**src/rtl/branch_resolve_pc.sv**
```systemverilog
// Branch/jump resolution and architectural fetch PC with post-redirect flush window.
// Optional macro BRANCH_STATS_EN adds accepted/taken resolution counters.
module branch_resolve_pc #(
  parameter int                   dataWidth    = 32,
  parameter logic [dataWidth-1:0] RESET_PC     = 32'h0000_0000,
  parameter logic [dataWidth-1:0] TRAP_VECTOR  = 32'h0000_0100,
  parameter int                   FLUSH_CYCLES = 2
) (
  input  logic                 clk,
  input  logic                 reset,
  input  logic                 res_valid,
  output logic                 res_ready,
  input  logic                 is_branch,
  input  logic                 is_jal,
  input  logic                 is_jalr,
  input  logic [dataWidth-1:0] compOut,
  input  logic [dataWidth-1:0] res_pc,
  input  logic [dataWidth-1:0] imm,
  input  logic [dataWidth-1:0] rs1_val,
  input  logic                 stall,
  output logic [dataWidth-1:0] pc,
  output logic                 redirect,
  output logic                 flush,
  output logic [dataWidth-1:0] link_addr,
  output logic                 link_valid,
  output logic                 trap
`ifdef BRANCH_STATS_EN
  ,
  output logic [31:0]          branch_count,
  output logic [31:0]          taken_count
`endif
);

  typedef enum logic {RUN, FLUSH} state_e;

  state_e               state_q, state_d;
  logic [2:0]           cnt_q, cnt_d;
  logic [dataWidth-1:0] pc_q, pc_d;
  logic [dataWidth-1:0] link_addr_q, link_addr_d;
  logic                 redirect_q, redirect_d;
  logic                 flush_q, flush_d;
  logic                 link_valid_q, link_valid_d;
  logic                 trap_q, trap_d;

  logic                 accept, isLink, taken, misaligned;
  logic [dataWidth-1:0] jalrSum, target;
  logic                 unusedBits;

  assign res_ready  = (state_q == RUN);
  assign accept     = res_valid & res_ready;
  assign isLink     = is_jal | is_jalr;
  assign taken      = isLink | (is_branch & compOut[0]);
  assign jalrSum    = rs1_val + imm;
  // JALR wins over JAL/branch; JAL and branch share the PC-relative target
  assign target     = is_jalr ? {jalrSum[dataWidth-1:1], 1'b0} : (res_pc + imm);
  assign misaligned = (target[1:0] != 2'b00);
  assign unusedBits = ^{compOut[dataWidth-1:1], jalrSum[0]};

  always_comb begin
    state_d      = state_q;
    cnt_d        = cnt_q;
    pc_d         = stall ? pc_q : (pc_q + dataWidth'(4));
    redirect_d   = 1'b0;
    trap_d       = 1'b0;
    link_valid_d = 1'b0;
    link_addr_d  = link_addr_q;
    unique case (state_q)
      RUN: begin
        if (accept && taken) begin
          pc_d       = misaligned ? TRAP_VECTOR : target;
          redirect_d = 1'b1;
          trap_d     = misaligned;
          cnt_d      = 3'(FLUSH_CYCLES);
          state_d    = FLUSH;
        end
      end
      FLUSH: begin
        // Counter runs regardless of stall so the squash window has fixed length
        cnt_d = cnt_q - 3'd1;
        if (cnt_d == 3'd0) state_d = RUN;
      end
      default: state_d = RUN;
    endcase
    if (accept && isLink) begin
      link_addr_d  = res_pc + dataWidth'(4);
      link_valid_d = 1'b1;
    end
    flush_d = (cnt_d != 3'd0);
  end

  always_ff @(posedge clk) begin
    if (reset) begin
      state_q      <= RUN;
      cnt_q        <= 3'd0;
      pc_q         <= RESET_PC;
      redirect_q   <= 1'b0;
      flush_q      <= 1'b0;
      link_valid_q <= 1'b0;
      trap_q       <= 1'b0;
      link_addr_q  <= '0;
    end else begin
      state_q      <= state_d;
      cnt_q        <= cnt_d;
      pc_q         <= pc_d;
      redirect_q   <= redirect_d;
      flush_q      <= flush_d;
      link_valid_q <= link_valid_d;
      trap_q       <= trap_d;
      link_addr_q  <= link_addr_d;
    end
  end

  assign pc         = pc_q;
  assign redirect   = redirect_q;
  assign flush      = flush_q;
  assign link_valid = link_valid_q;
  assign trap       = trap_q;
  assign link_addr  = link_addr_q;

`ifdef BRANCH_STATS_EN
  logic [31:0] branchCount_q, takenCount_q;

  always_ff @(posedge clk) begin
    if (reset) begin
      branchCount_q <= 32'd0;
      takenCount_q  <= 32'd0;
    end else begin
      if (accept)          branchCount_q <= branchCount_q + 32'd1;
      if (accept && taken) takenCount_q  <= takenCount_q + 32'd1;
    end
  end

  assign branch_count = branchCount_q;
  assign taken_count  = takenCount_q;
`endif

endmodule

```
**config.mk**
```make
export PLATFORM = sky130hd
export DESIGN_NAME = branch_resolve_pc
export DESIGN_NICKNAME = d
export VERILOG_FILES = /design/src/rtl/branch_resolve_pc.sv
export SDC_FILE = /design/constraint.sdc
export NUM_CORES = 1
export LEC_CHECK = 0
export ABC_AREA = 1
export BUFFER_PORTS_ARGS = -buffer_cell sky130_fd_sc_hd__buf_2
export CAP_MARGIN = 20
export CORE_MARGIN = 5
export CORE_UTILIZATION = 35
export CTS_BUF_LIST = sky130_fd_sc_hd__clkbuf_16
export CTS_CLUSTER_DIAMETER = 40
export DETAILED_ROUTE_END_ITERATION = 6
export PLACE_DENSITY = 0.58
export SLEW_MARGIN = 5
export SYNTH_ARGS = -nofsm -noshare
export SYNTH_HDL_FRONTEND = slang
export SYNTH_SLANG_ARGS = --single-unit
```
**constraint.sdc**
```tcl
create_clock -name clk -period 3.2 [get_ports clk]
set_clock_uncertainty 0.15 [all_clocks]
set_input_delay 0.48 -clock clk [delete_from_list [all_inputs] [get_ports clk]]
set_output_delay 0.48 -clock clk [all_outputs]
set_load 0.01 [all_outputs]
```
### Yosys cells after proc, flatten, opt, wreduce, memory -nomap -nowiden

Index checks and enable logic that the tools add are counted.

| storage, ports and cells | value |
|---|---|
| register bits | 72 |
| bits in latches | 0 |
| bits in writable memories | 0 |
| memory bits (read-only) | 0 |
| output and inout bits | 69 |
| memories | 0 |

| cells by class | value |
|---|---|
| add/sub/neg operators | 5 |
| multipliers | 0 |
| div/mod/pow operators | 0 |
| magnitude comparators | 0 |
| eq/ne operators | 0 |
| shift-type cells | 0 |
| muxes and demuxes | 11 |
| bitwise operators | 6 |
| reduce and logical (&&, ||, !) cells | 7 |

Operators by type and width:

| operator | count |
|---|---|
| 32-bit 2-to-1 mux | 5 |
| 32-bit by 3-bit adder with 32-bit output, second input constant | 2 |
| 32-bit adder | 2 |
| 3-bit one-hot mux with 2 select lines | 1 |
| 3-bit logical NOT | 1 |
| 1-bit 2-to-1 mux | 3 |
| 3-bit 2-to-1 mux | 1 |
| 3-bit nonzero test | 1 |
| 3-bit OR reduction | 1 |
| 3-bit by 1-bit subtractor with 3-bit output, second input constant | 1 |
| 1-bit bitwise AND | 2 |
| 1-bit logical AND | 2 |
| 1-bit NOT | 2 |
| 1-bit OR | 2 |
| 1-bit one-hot mux with 2 select lines | 1 |
| 2-bit nonzero test | 1 |
| 2-bit OR reduction | 1 |

### Logic depth before layout (Yosys ltp)

Gate-level depths: netlist of the first run.

| logic depth | value |
|---|---|
| word-level depth | 6 |
| gate-level depth with buffers | 16 |
| mapped depth without buffers | 16 |

### Least setup slack after synthesis of the first run

OpenSTA, ideal clock, no wires.

| timing path | value |
|---|---|
| path type | input -> register |
| start point | input res_pc[0] |
| end point | register pc_q[23] (netlist: pc[23]) |
| library setup time | 0.067 ns |
| arrival | 2.129 ns |
| required time | 2.983 ns |
| slack | 0.853 ns |
| stages | 10 |
| buffers on the path | 1 |
| cell sequence | ha_1 -> inv_1 -> fa_1 -> nand2_1 -> o21ai_1 -> inv_1 -> nor2_2 -> buf_2 -> nand2_1 -> a21oi_2 |

| on the way | value |
|---|---|
| word-level cells in the longest chain between the ends | 6 |

RTL lines:

| item | RTL line | source |
|---|---|---|
| start: declaration | 17 | `input logic [dataWidth-1:0] res_pc,` |
| 32-bit adder * | 55 | `assign target = is_jalr ? {jalrSum[dataWidth-1:1], 1'b0} : (res_pc + imm);` |
| 32-bit 2-to-1 mux * | 55 |  |
| 2-bit nonzero test | 56 | `assign misaligned = (target[1:0] != 2'b00);` |
| 32-bit 2-to-1 mux * | 70 | `pc_d = misaligned ? TRAP_VECTOR : target;` |
| 32-bit 2-to-1 mux * | 69 | `if (accept && taken) begin` |
| 32-bit 2-to-1 mux * | 67 | `unique case (state_q)` |
| end signal: assignment | 104 | `pc_q <= pc_d;` |
| end: declaration | 38 | `logic [dataWidth-1:0] pc_q, pc_d;` |

Every way passes the cells marked *; elsewhere a longest branch is shown, timed or not.
A chain may end at the register's enable or synchronous reset.

### Worst setup path after layout of the first run

| timing path | value |
|---|---|
| start point | input res_pc[0] |
| end point | register pc_q[12] (netlist: pc[12]) |

Same word-level chain as after synthesis.

==> results of run 1 <==
sequential cells by signal (all words and copies together), names as in the netlist:
name / flops
pc: 32
link_valid: 1
flush: 1
redirect: 1
cnt_q: 3
trap: 1
state_q: 1
link_addr: 32
power by group through the flow:
stage / logic (mW) / clock network (mW) / registers, mW
6_report: 1.54 / 0.997 / 1.07
5_1_grt: 1.75 / 1.06 / 1.09
4_1_cts: 1.55 / 1.02 / 1.07
3_5_place_dp: 1.54 / 0 / 1.09
3_3_place_gp: 1.52 / 0 / 1.09
2_1_floorplan: 0.974 / 0 / 1.12
layout make-up:
class | count | area (µm²)
clock buffer | 9 | 225
clock inverter | 6 | 52.6
fill | 2921 | 15200
inverter | 335 | 1260
multi-input combinational | 1280 | 6350
sequential | 72 | 1440
tap | 335 | 419
timing repair buffer | 181 | 928
metal layers:
layer  global-route usage  wire, µm
met1                0.321     16200
met3               0.0216      1960
met2                0.358     14200
met5                    0         0
met4               0.0489       534
cells by family after synthesis:
| logic type | Yosys count | share of synthesized area |
|---|---|---|
| simple gates | 996 | 0.458 |
| buf+inv | 361 | 0.149 |
| compound gates | 185 | 0.112 |
| flops | 72 | 0.157 |
| fa+ha+maj | 67 | 0.0932 |
| xor+xnor | 32 | 0.0306 |
synth_stat cells (2+ instances only):
| master | instances |
|---|---|
| nand3_1 | 127 |
| a21oi_1 | 84 |
| nor2_4 | 4 |
| xor2_1 | 20 |
| fa_1 | 2 |
| buf_1 | 2 |
| dfxtp_1 | 72 |
| o21ai_1 | 11 |
| clkbuf_1 | 18 |
| nor4_1 | 5 |
| o21ai_0 | 55 |
| or2_0 | 2 |
| xnor2_1 | 12 |
| nor2_2 | 7 |
| inv_2 | 12 |
| and2_1 | 4 |
| nand2_4 | 2 |
| nand4_1 | 13 |
| nand3b_1 | 7 |
| nor3_2 | 3 |
| o211ai_1 | 11 |
| buf_2 | 5 |
| o221ai_1 | 3 |
| and3_1 | 2 |
| nor3_1 | 25 |
| a21boi_0 | 3 |
| ha_1 | 65 |
| or2_2 | 6 |
| nor2_1 | 173 |
| a21o_1 | 3 |
| inv_1 | 322 |
| o21bai_1 | 7 |
| nand2_1 | 603 |
| nand2_2 | 5 |
| nand3_2 | 3 |
stage by stage:
stage | setup WS, ns | cell area [µm²] | cells
after detailed placement | 0.525 | 10400 | 2203
after CTS | 0.880 | 10700 | 2218
after global routing | 0.649 | 10700 | 2218
after global placement | 0.526 | 10400 | 2203
final | 0.837 | 10700 | 2218
after floorplan | 0.853 | 9160 | 1713
worst max-delay path by stage:
stage                     startpoint     end  slack (ns)  cells after the start
after CTS                  res_pc[0]  pc[30]        0.88                     15
after global placement     res_pc[0]  pc[30]        0.53                     16
after detailed placement   res_pc[0]  pc[30]        0.53                     16
after floorplan            res_pc[0]  pc[23]        0.85                     10
final                      res_pc[0]  pc[12]        0.84                     13
after global routing       res_pc[0]  pc[12]        0.65                     13
cells in the final DEF (no fill, tap or decap), types with 9 or more instances in the layout:
cell	n
o21ai_0	55
nor2_1	173
buf_2	172
o211ai_1	11
nor3_1	25
dfxtp_1	72
o21ai_1	11
inv_1	323
nand3_1	127
nand2_1	603
inv_2	12
nand4_1	13
buf_4	9
ha_1	65
a21oi_1	84
xnor2_1	12
xor2_1	20
clkbuf_16	9
==> summary.txt, run 1 <==
Critical path
  • Worst reg2reg path startpoint: pc[3]
  • Worst R2R Path Depth: 12
  • Critical R2R Capture: pc[28]
  • Highest fanout seen on the critical path: 4
  • Family with the most delay on the worst path: simple AND/OR/NAND/NOR gates
  • Critical Path RT: 3.32 ns
  • Critical path data arrival time: about 2.5 ns
  • Crit end category: register
  • Most frequent CP cell: nand3_1
  • WS Path Type: primary input to register
  • Crit path buf inv count: 3
  • Crit path cell chain: buf_2, ha_1, inv_1, fa_1, inv_1, nand3_1, nand3_1, nand3_1, nand3_1, nor2_1, o21ai_0, nand3_1, a21oi_1
  • Slowest CP cell: fa_1
  • Reg2Reg Setup Slack: about 1.1 ns
  • Worst setup SP type: primary input
  • Crit-path max cell delay: about 0.37 ns

Yosys
  • Area leader, netlist: nand2_1
  • Async set-reset flop share out of synthesis: 0
  • Post-synthesis register bit count: ~70
  • Post-synthesis sequential area ratio: 0.157
  • Synthesized instance count: around 1,700
  • Mapped Area: a little over 0.009 mm²
  • Post-synth EDFFs: 0
  • Ys Warns: 0
  • Ranking of synthesized cells by area: nand2_1 (25%), dfxtp_1 (16%), inv_1 (13%)
  • Synthesized area per cell: approximately 5.3 µm²
  • Main synth FF type: dfxtp_1
  • Synth Net Count: roughly 1,900
  • Post-synthesis cell type count: 50
  • Synth top area share: 0.247

Global route
  • Overall Global Routing Usage: 0.222
  • Number of global-route vias before repair: a little under 10,000
  • Largest net degree at the start of global routing: 52
  • Antenna violations before repair: 0
  • Global route overflow: 0
  • First-pass GRT wire length: 52,100 µm

Pwr
  • Maximum VDD drop: about 0.32 mV
  • Sw Share: 0.414
  • Seq pwr share: 0.297
  • Internal: 2.12 mW
  • Leakage: 6.26 nW
  • Power per Cell Area: about 340 mW/mm²
  • Comb power frac: 0.427
  • Total power: approximately 3.6 mW
  • P_sw: ~1.5 mW
  • Clock network power share: 0.276

Worst hold path
  • Hold_sp: res_pc[2]
  • Hold path depth: 2
  • Hold Path End: link_addr[2]
  • Hold Crit Class: primary input to register

Timing
  • Relative slew slack: 0.528
  • RSZ-0062 raised after global routing: no
  • Smallest hold slack: about 0.26 ns
  • Slew Viols, Final: 0
  • Setup Total Neg Slack: 0 ns
  • Period minus WS final: 2.36 ns
  • F_max: ~0.42 GHz
  • Tcrit/Tclk final: 0.739
  • Fin. Hold Viols: 0
  • Tightest Pin Transition: between 0.7 and 0.8 ns
  • Setup violators final: 0

Route
  • DR iter-0 viols: 860
  • Routed WL: between 30,000 and 40,000 µm
  • Post-route DRC: 0
  • DRT Pass-1 Iters: 6
  • Vias per cell: ~4.7
  • Routed len/inst: roughly 15 µm
  • Final ANT Viol Nets: 0
  • DR vias: between 10,000 and 15,000

Floorplanning
  • Die Span Y: 172 µm
  • Die footprint: 0.0295 mm²
  • Initial core utilization: 0.353
  • Die Wd: roughly 170 µm
  • I/O pins: 204
  • Row count: 59
  • Core region area: 0.0259 mm²

Placement
  • Buffers added on ports: 172
  • DP HPWL: approximately 28,000 µm
  • Gpl congestion: roughly 0.95

Job
  • Max-Cap Viols: 0

Clock tree
  • Insertion delay to the later sink of the worst-skew pair: approximately 0.34 ns
  • Num CTS Buffers: 9
  • Hold-fix buffers at CTS: 0
  • Clock tree buffer depth: 2
  • H-Tree Depth: 3
  • Post_cts resized: 0
  • Sink Count: between 70 and 80
  • Post-CTS Setup Bufs: 0
  • Clock Pin Slew Worst Setup and Hold Paths: 0.06 ns
  • TritonCTS clock tree: done
  • Root Buffer: clkbuf_16

Final layout
  • Nets@finish: 2,081
  • Layout Utilization: 0.412
  • ANT cells: 0
  • Area Overhead vs Synth: 16.6%
  • Layout cells sized above 1: 0.129

Status
  • Status: finished clean
No activity file was read; power rests on OpenSTA's default activity.
==> run 2, diff against run 1 <==
- ABC_AREA: 1 -> 0
- PLACE_DENSITY: 0.58 -> 0.62
- clock period: 3.2 -> 2.08 ns (I/O delays scaled with it)
==> summary.txt, run 2 <==
Final layout
  • Layout cells sized above 1: 0.470 (+0.341)
  • Most frequent cells in the layout: buf_4 (256), buf_2 (151), nor2_1 (85), dfxtp_1 (72), nand2_1 (64)
  • ANT cells: 0 (unchanged)
  • Area Overhead vs Synth: 69.0%
  • Storage cell area: 0.00144 mm² (unchanged)
  • Nets@finish: 1,518 (-27%)
  • Area of the multi-input gates: 0.00619 mm² (-2.6%)
  • Most common cell after layout, fill and taps aside: buf_4
  • # fillers: 1,766 (-40%)
  • Design Area, Final: 0.0116 mm² (+8.4%)

Critical path
  • Reg2Reg Setup Slack: -0.24 ns (-1.30 ns)
  • Crit end category: register
  • Worst setup SP type: primary input
  • Highest fanout seen on the critical path: 3 (-1)
  • Critical Path Start: imm[0]
  • Worst reg2reg path startpoint: pc[10]
  • WS Path Type: primary input to register
  • Critical Path RT: 2.16 ns (-1.16 ns)
  • Critical path data arrival time: 2.64 ns (+0.15 ns)

Global route
  • Overall Global Routing Usage: 0.234 (+0.0117)
  • Antenna violations before repair: 0 (unchanged)
  • Global route overflow: 0 (unchanged)
  • First-pass GRT wire length: 41,700 µm (-20%)
  • Number of global-route vias before repair: 8,079 (-16%)
  • Largest net degree at the start of global routing: 62 (+19%)

Timing
  • Setup ws final: -0.481 ns (-1.32 ns)
  • Fin. Hold Viols: 0 (unchanged)
  • Smallest hold slack: 0.0887 ns (-0.169 ns)
  • Tcrit/Tclk final: 1.23
  • Relative slew slack: 0.277 (-0.251)
  • F_max: approximately 0.39 GHz
  • Setup violators final: 30 (+30)
  • Slew Viols, Final: 0 (unchanged)
  • Period minus WS final: approximately 2.6 ns
  • Tightest Pin Transition: 1.08 ns (+0.373 ns)
  • RSZ-0062 raised after global routing: yes

Route
  • Post-route DRC: 0 (unchanged)
  • Routed WL: 26,700 µm (-19%)
  • Vias per cell: 5.11 (+7.7%)
  • DR iter-0 viols: 377 (-56%)
  • DR vias: 8,102 (-23%)
  • DRT Pass-1 Iters: 5 (-1)
  • Routed len/inst: 16.9 µm (+14%)
  • Final ANT Viol Nets: 0 (unchanged)

Clock tree
  • H-Tree Depth: 3 (unchanged)
  • Sink Count: 72 (unchanged)
  • Insertion delay to the later sink of the worst-skew pair: 0.34 ns (about the same)
  • Clock tree buffer depth: 2 (unchanged)
  • TritonCTS clock tree: done
  • Clock Pin Slew Worst Setup and Hold Paths: 0.06 ns (about the same)
  • Hold-fix buffers at CTS: 0 (unchanged)
  • Root Buffer: clkbuf_16
  • Num CTS Buffers: 9 (unchanged)

Yosys
  • Post-synth EDFFs: 0 (unchanged)
  • Mapped Area: 0.00685 mm² (-25%)
  • Synth top area share: 0.211 (-0.0367)
  • Synth cell count leaders: nor2_1 (95), dfxtp_1 (72), nand2_1 (70)
  • Post-synthesis register bit count: 72 (unchanged)
  • Most instantiated library cell after synthesis: nor2_1
  • Ranking of synthesized cells by area: dfxtp_1 (21%), ha_1 (12%), xnor2_1 (7.7%)
  • Synthesized area per cell: 7.84 µm² (+47%)
  • Ys Warns: 0 (unchanged)
  • Main synth FF type: dfxtp_1
  • Synth Net Count: 1,075 (-44%)
  • Post-synthesis cell type count: 67 (+34%)
  • Synthesized instance count: 873 (-49%)
  • Area leader, netlist: dfxtp_1
  • Async set-reset flop share out of synthesis: 0 (unchanged)
  • Post-synthesis sequential area ratio: 0.211 (+0.0531)

Worst hold path
  • Hold Crit Class: primary input to register
  • Hold_sp: res_pc[0]

Pwr
  • Maximum VDD drop: 0.304 mV (-5.3%)
  • Power per Cell Area: 503 mW/mm² (+48%)
  • Leakage: 5.30 nW (-15%)

Floorplanning
  • Die Span Y: 150 µm (-13%)
  • Initial core utilization: 0.354 (+0.000733)
  • Die Wd: 150 µm (-13%)
  • Die footprint: 0.0225 mm² (-24%)
  • I/O pins: 204 (unchanged)
  • Row count: 51 (-14%)
  • Core region area: 0.0193 mm² (-25%)

Placement
  • Post-DP Area: 0.0102 mm² (-2.1%)
  • DP HPWL: 21,700 µm (-22%)
  • Buffers added on ports: 172 (unchanged)
  • Gpl congestion: 0.933 (-1.7%)

Status
  • Status: complete, but fails checks
  • Failing checks: setup timing

Job
  • Max-Cap Viols: 0 (unchanged)
## run 2: worst paths after layout
check	end	cells after the start
max reg2reg	pc[30]	8
min	link_addr[0]	3
min reg2reg	pc[1]	1
max	pc[30]	13
## run 2: cell type report
class / count / area share
multi-input cells: 752 / 0.535
repair buffers: 453 / 0.280
flip-flops and latches: 72 / 0.125
well taps: 265 / 0.0287
clock buffers: 9 / 0.0195
inverters: 28 / 0.00909
clock inverters: 6 / 0.00324
## run 2: cells by family (layout without fill, tap and decap cells)
group | after synthesis | after routing | share of synthesized area
AOI/OAI and AO/OA | 276 | 276 | 0.281
xor gates and xnor gates | 105 | 105 | 0.134
adders and majority gates | 67 | 67 | 0.125
DFF | 72 | 72 | 0.211
muxes | 9 | 9 | 0.0132
buffers and inverters | 49 | 496 | 0.0270
and+or+nand+nor | 295 | 295 | 0.209
## run 2: worst max-delay path, stage by stage
cell and delay [ns]:
buf_8 0.09, ha_4 0.14, inv_2 0.04, fa_2 0.37, nor2b_4 0.15, o2111ai_4 0.13, a21oi_2 0.20, o2111a_2 0.24
nor2_2 0.07, o31ai_4 0.26, a31oi_1 0.14, xnor2_1 0.15, a221o_1 0.34
## run 2: report_power, final
part,internal (mW),switching (mW)
logic,1.43,1.41
registers,1.49,0.0632
clock network,0.794,0.631
## run 2: repair_timing
action | 4_1_cts | 5_1_grt
buffers inserted | 24 | 15
gates resized for setup | 133 | 59
pin swaps | 100 | 54
endpoints found under the setup margin | 31 | 34
## run 2: per-layer routing
metal	global-route usage	vias to the layer above	wire (µm)
met4	0.0695	0	633
li1	-	4110	-
met2	0.396	194	12900
met1	0.312	3763	12000
met3	0.0251	35	1190
met5	0	-	0
## run 2: through the flow
stage	setup WS (ns)	power, mW	utilization	std cells	setup TNS [ns]
2_1_floorplan	-0.708	2.88	-	873	-6.47
3_3_place_gp	-1.08	3.99	0.527	1541	-23.98
3_5_place_dp	-1.07	4.01	0.527	1541	-24.67
4_1_cts	-0.503	5.69	0.581	1577	-6.48
5_1_grt	-0.566	6.15	0.598	1585	-10.11
6_report	-0.481	5.82	0.598	1585	-7.41
==> run 3, diff against run 2 <==
- SKIP_LAST_GASP: not set -> 1
==> summary.txt, run 3 (synthesis results as in run 2) <==
Final layout
  • Area Overhead vs Synth: 68.3%
  • Layout cells sized above 1: 0.467 (-0.00303)
  • ANT cells: 0 (unchanged)
  • Nets@finish: 1,518 (unchanged)
  • Most common cell after layout, fill and taps aside: buf_4
  • Layout Utilization: 0.596 (-0.00252)
  • Cell Count, Final, Fillers Out: 1,585 (unchanged)
  • Most frequent cells in the layout: buf_4 (260), buf_2 (152), nor2_1 (86), dfxtp_1 (72), nand2_1 (63)
  • Design Area, Final: 0.0115 mm² (-0.42%)

Critical path
  • Critical path data arrival time: 2.67 ns (+0.03 ns)
  • Critical R2R Capture: pc[30]
  • Worst setup SP type: primary input
  • Worst reg2reg path startpoint: pc[10]
  • Reg2Reg Setup Slack: -0.24 ns (about the same)
  • Crit end category: register
  • Worst R2R Path Depth: 8 (unchanged)
  • WS Path Type: primary input to register
  • Critical Path RT: 2.18 ns (+0.02 ns)
  • Highest fanout seen on the critical path: 4 (+1)

Timing
  • Setup Total Neg Slack: -7.77 ns (-0.362 ns)
  • Fin. Hold Viols: 0 (unchanged)
  • Period minus WS final: 2.57 ns (+0.00709 ns)
  • Slew Viols, Final: 0 (unchanged)
  • Setup ws final: -0.488 ns (-0.00709 ns)
  • Tightest Pin Transition: 1.08 ns (+0.00111 ns)
  • RSZ-0062 raised after global routing: yes
  • Smallest hold slack: 0.0872 ns (-0.00152 ns)
  • Setup violators final: 30 (unchanged)
  • Relative slew slack: 0.277 (-0.000743)
  • Tcrit/Tclk final: 1.23 (+0.00341)
  • F_max: 0.389 GHz (-0.28%)

Worst hold path
  • Hold Path End: link_addr[0]
  • Hold_sp: res_pc[0]
  • Hold path depth: 3 (unchanged)
  • Hold Crit Class: primary input to register

Clock tree
  • Root Buffer: clkbuf_16
  • Clock Pin Slew Worst Setup and Hold Paths: 0.06 ns (about the same)
  • TritonCTS clock tree: done
  • Hold-fix buffers at CTS: 0 (unchanged)
  • H-Tree Depth: 3 (unchanged)
  • Sink Count: 72 (unchanged)
  • Num CTS Buffers: 9 (unchanged)
  • Clock tree buffer depth: 2 (unchanged)
  • Insertion delay to the later sink of the worst-skew pair: 0.34 ns (about the same)

Route
  • DR iter-0 viols: 428 (+14%)
  • Routed len/inst: 16.9 µm (+0.17%)
  • Post-route DRC: 0 (unchanged)
  • DR vias: 8,169 (+0.83%)
  • Routed WL: 26,800 µm (+0.17%)
  • Vias per cell: 5.15 (+0.83%)
  • Final ANT Viol Nets: 0 (unchanged)
  • DRT Pass-1 Iters: 5 (unchanged)

Pwr
  • Maximum VDD drop: 0.308 mV (+1.2%)
  • Leakage: 5.27 nW (-0.60%)
  • Total power: 5.79 mW (-0.42%)
  • Power per Cell Area: 503 mW/mm² (about the same)

Global route
  • Number of global-route vias before repair: 8,076 (-0.037%)
  • Overall Global Routing Usage: 0.233 (about the same)
  • Antenna violations before repair: 0 (unchanged)
  • First-pass GRT wire length: 41,700 µm (about the same)
  • Global route overflow: 0 (unchanged)
  • Largest net degree at the start of global routing: 62 (unchanged)

Placement
  • Post-DP Area: 0.0102 mm² (unchanged)
  • Pre-CTS WS: -1.07 ns (unchanged)
  • DP HPWL: 21,700 µm (unchanged)
  • Placed Cells incl. Taps: 1,541 (unchanged)
  • Gpl congestion: 0.933 (unchanged)
  • Buffers added on ports: 172 (unchanged)

Job
  • Max-Cap Viols: 0 (unchanged)

Floorplanning
  • I/O pins: 204 (unchanged)
  • Core region area: 0.0193 mm² (unchanged)
  • Row count: 51 (unchanged)
  • Die Span Y: 150 µm (unchanged)
  • Initial core utilization: 0.354 (unchanged)
  • Die Wd: 150 µm (unchanged)
  • Die footprint: 0.0225 mm² (unchanged)

Status
  • Failing checks: setup timing
  • Status: complete, but fails checks
==> run 3: cell counts in the layout (fill, tap and decap cells not counted) <==
Identical to the previous run, type by type.
==> run 3: layout make-up <==
class,instances,area [µm²]
clock inverters,6,37.5
fillers,1775,7820
inverters,28,105
multi-input cells,752,6160
flip-flops and latches,72,1440
repair buffers,453,3220
well taps,265,332
clock buffers,9,225
==> run 3: what timing repair did <==
| action | CTS | global route |
|---|---|---|
| setup buffers | 24 | 15 |
| pin swaps | 98 | 58 |
| setup endpoints to repair | 31 | 34 |
| gates resized for setup | 126 | 53 |
==> run 3: critical path, cell delays in order <==
cell	delay [ns]
buf_8	0.11
ha_4	0.25
a21oi_4	0.16
a211oi_4	0.11
o311a_1	0.36
or3_4	0.40
a31oi_4	0.25
o21ai_2	0.08
xor2_1	0.15
buf_4	0.15
a31oi_4	0.08
a221oi_2	0.24
==> run 3: worst max-delay path by stage <==
stage | slack [ns] | end | from
after global placement | -1.08 | pc[25] | imm[1]
after detailed placement | -1.07 | pc[25] | imm[1]
after floorplan | -0.71 | pc[30] | res_pc[0]
after global routing | -0.57 | pc[30] | imm[0]
final | -0.49 | pc[23] | imm[2]
after CTS | -0.50 | pc[30] | imm[0]
==> run 3: routing by layer <==
metal | global-route usage | part of all wire | up-vias
met1 | 0.313 | 0.45 | 3792
met2 | 0.395 | 0.48 | 221
met3 | 0.0251 | 0.047 | 45
met5 | 0 | 0 | -
li1 | - | - | 4111
met4 | 0.0695 | 0.026 | 0
==> run 3: power breakdown <==
part / internal, mW / leakage, nW / switching, mW
sequential: 1.49 / 0.591 / 0.0632
combinational: 1.41 / 4.56 / 1.40
clock: 0.794 / 0.123 / 0.628
total: 3.70 / 5.27 / 2.10
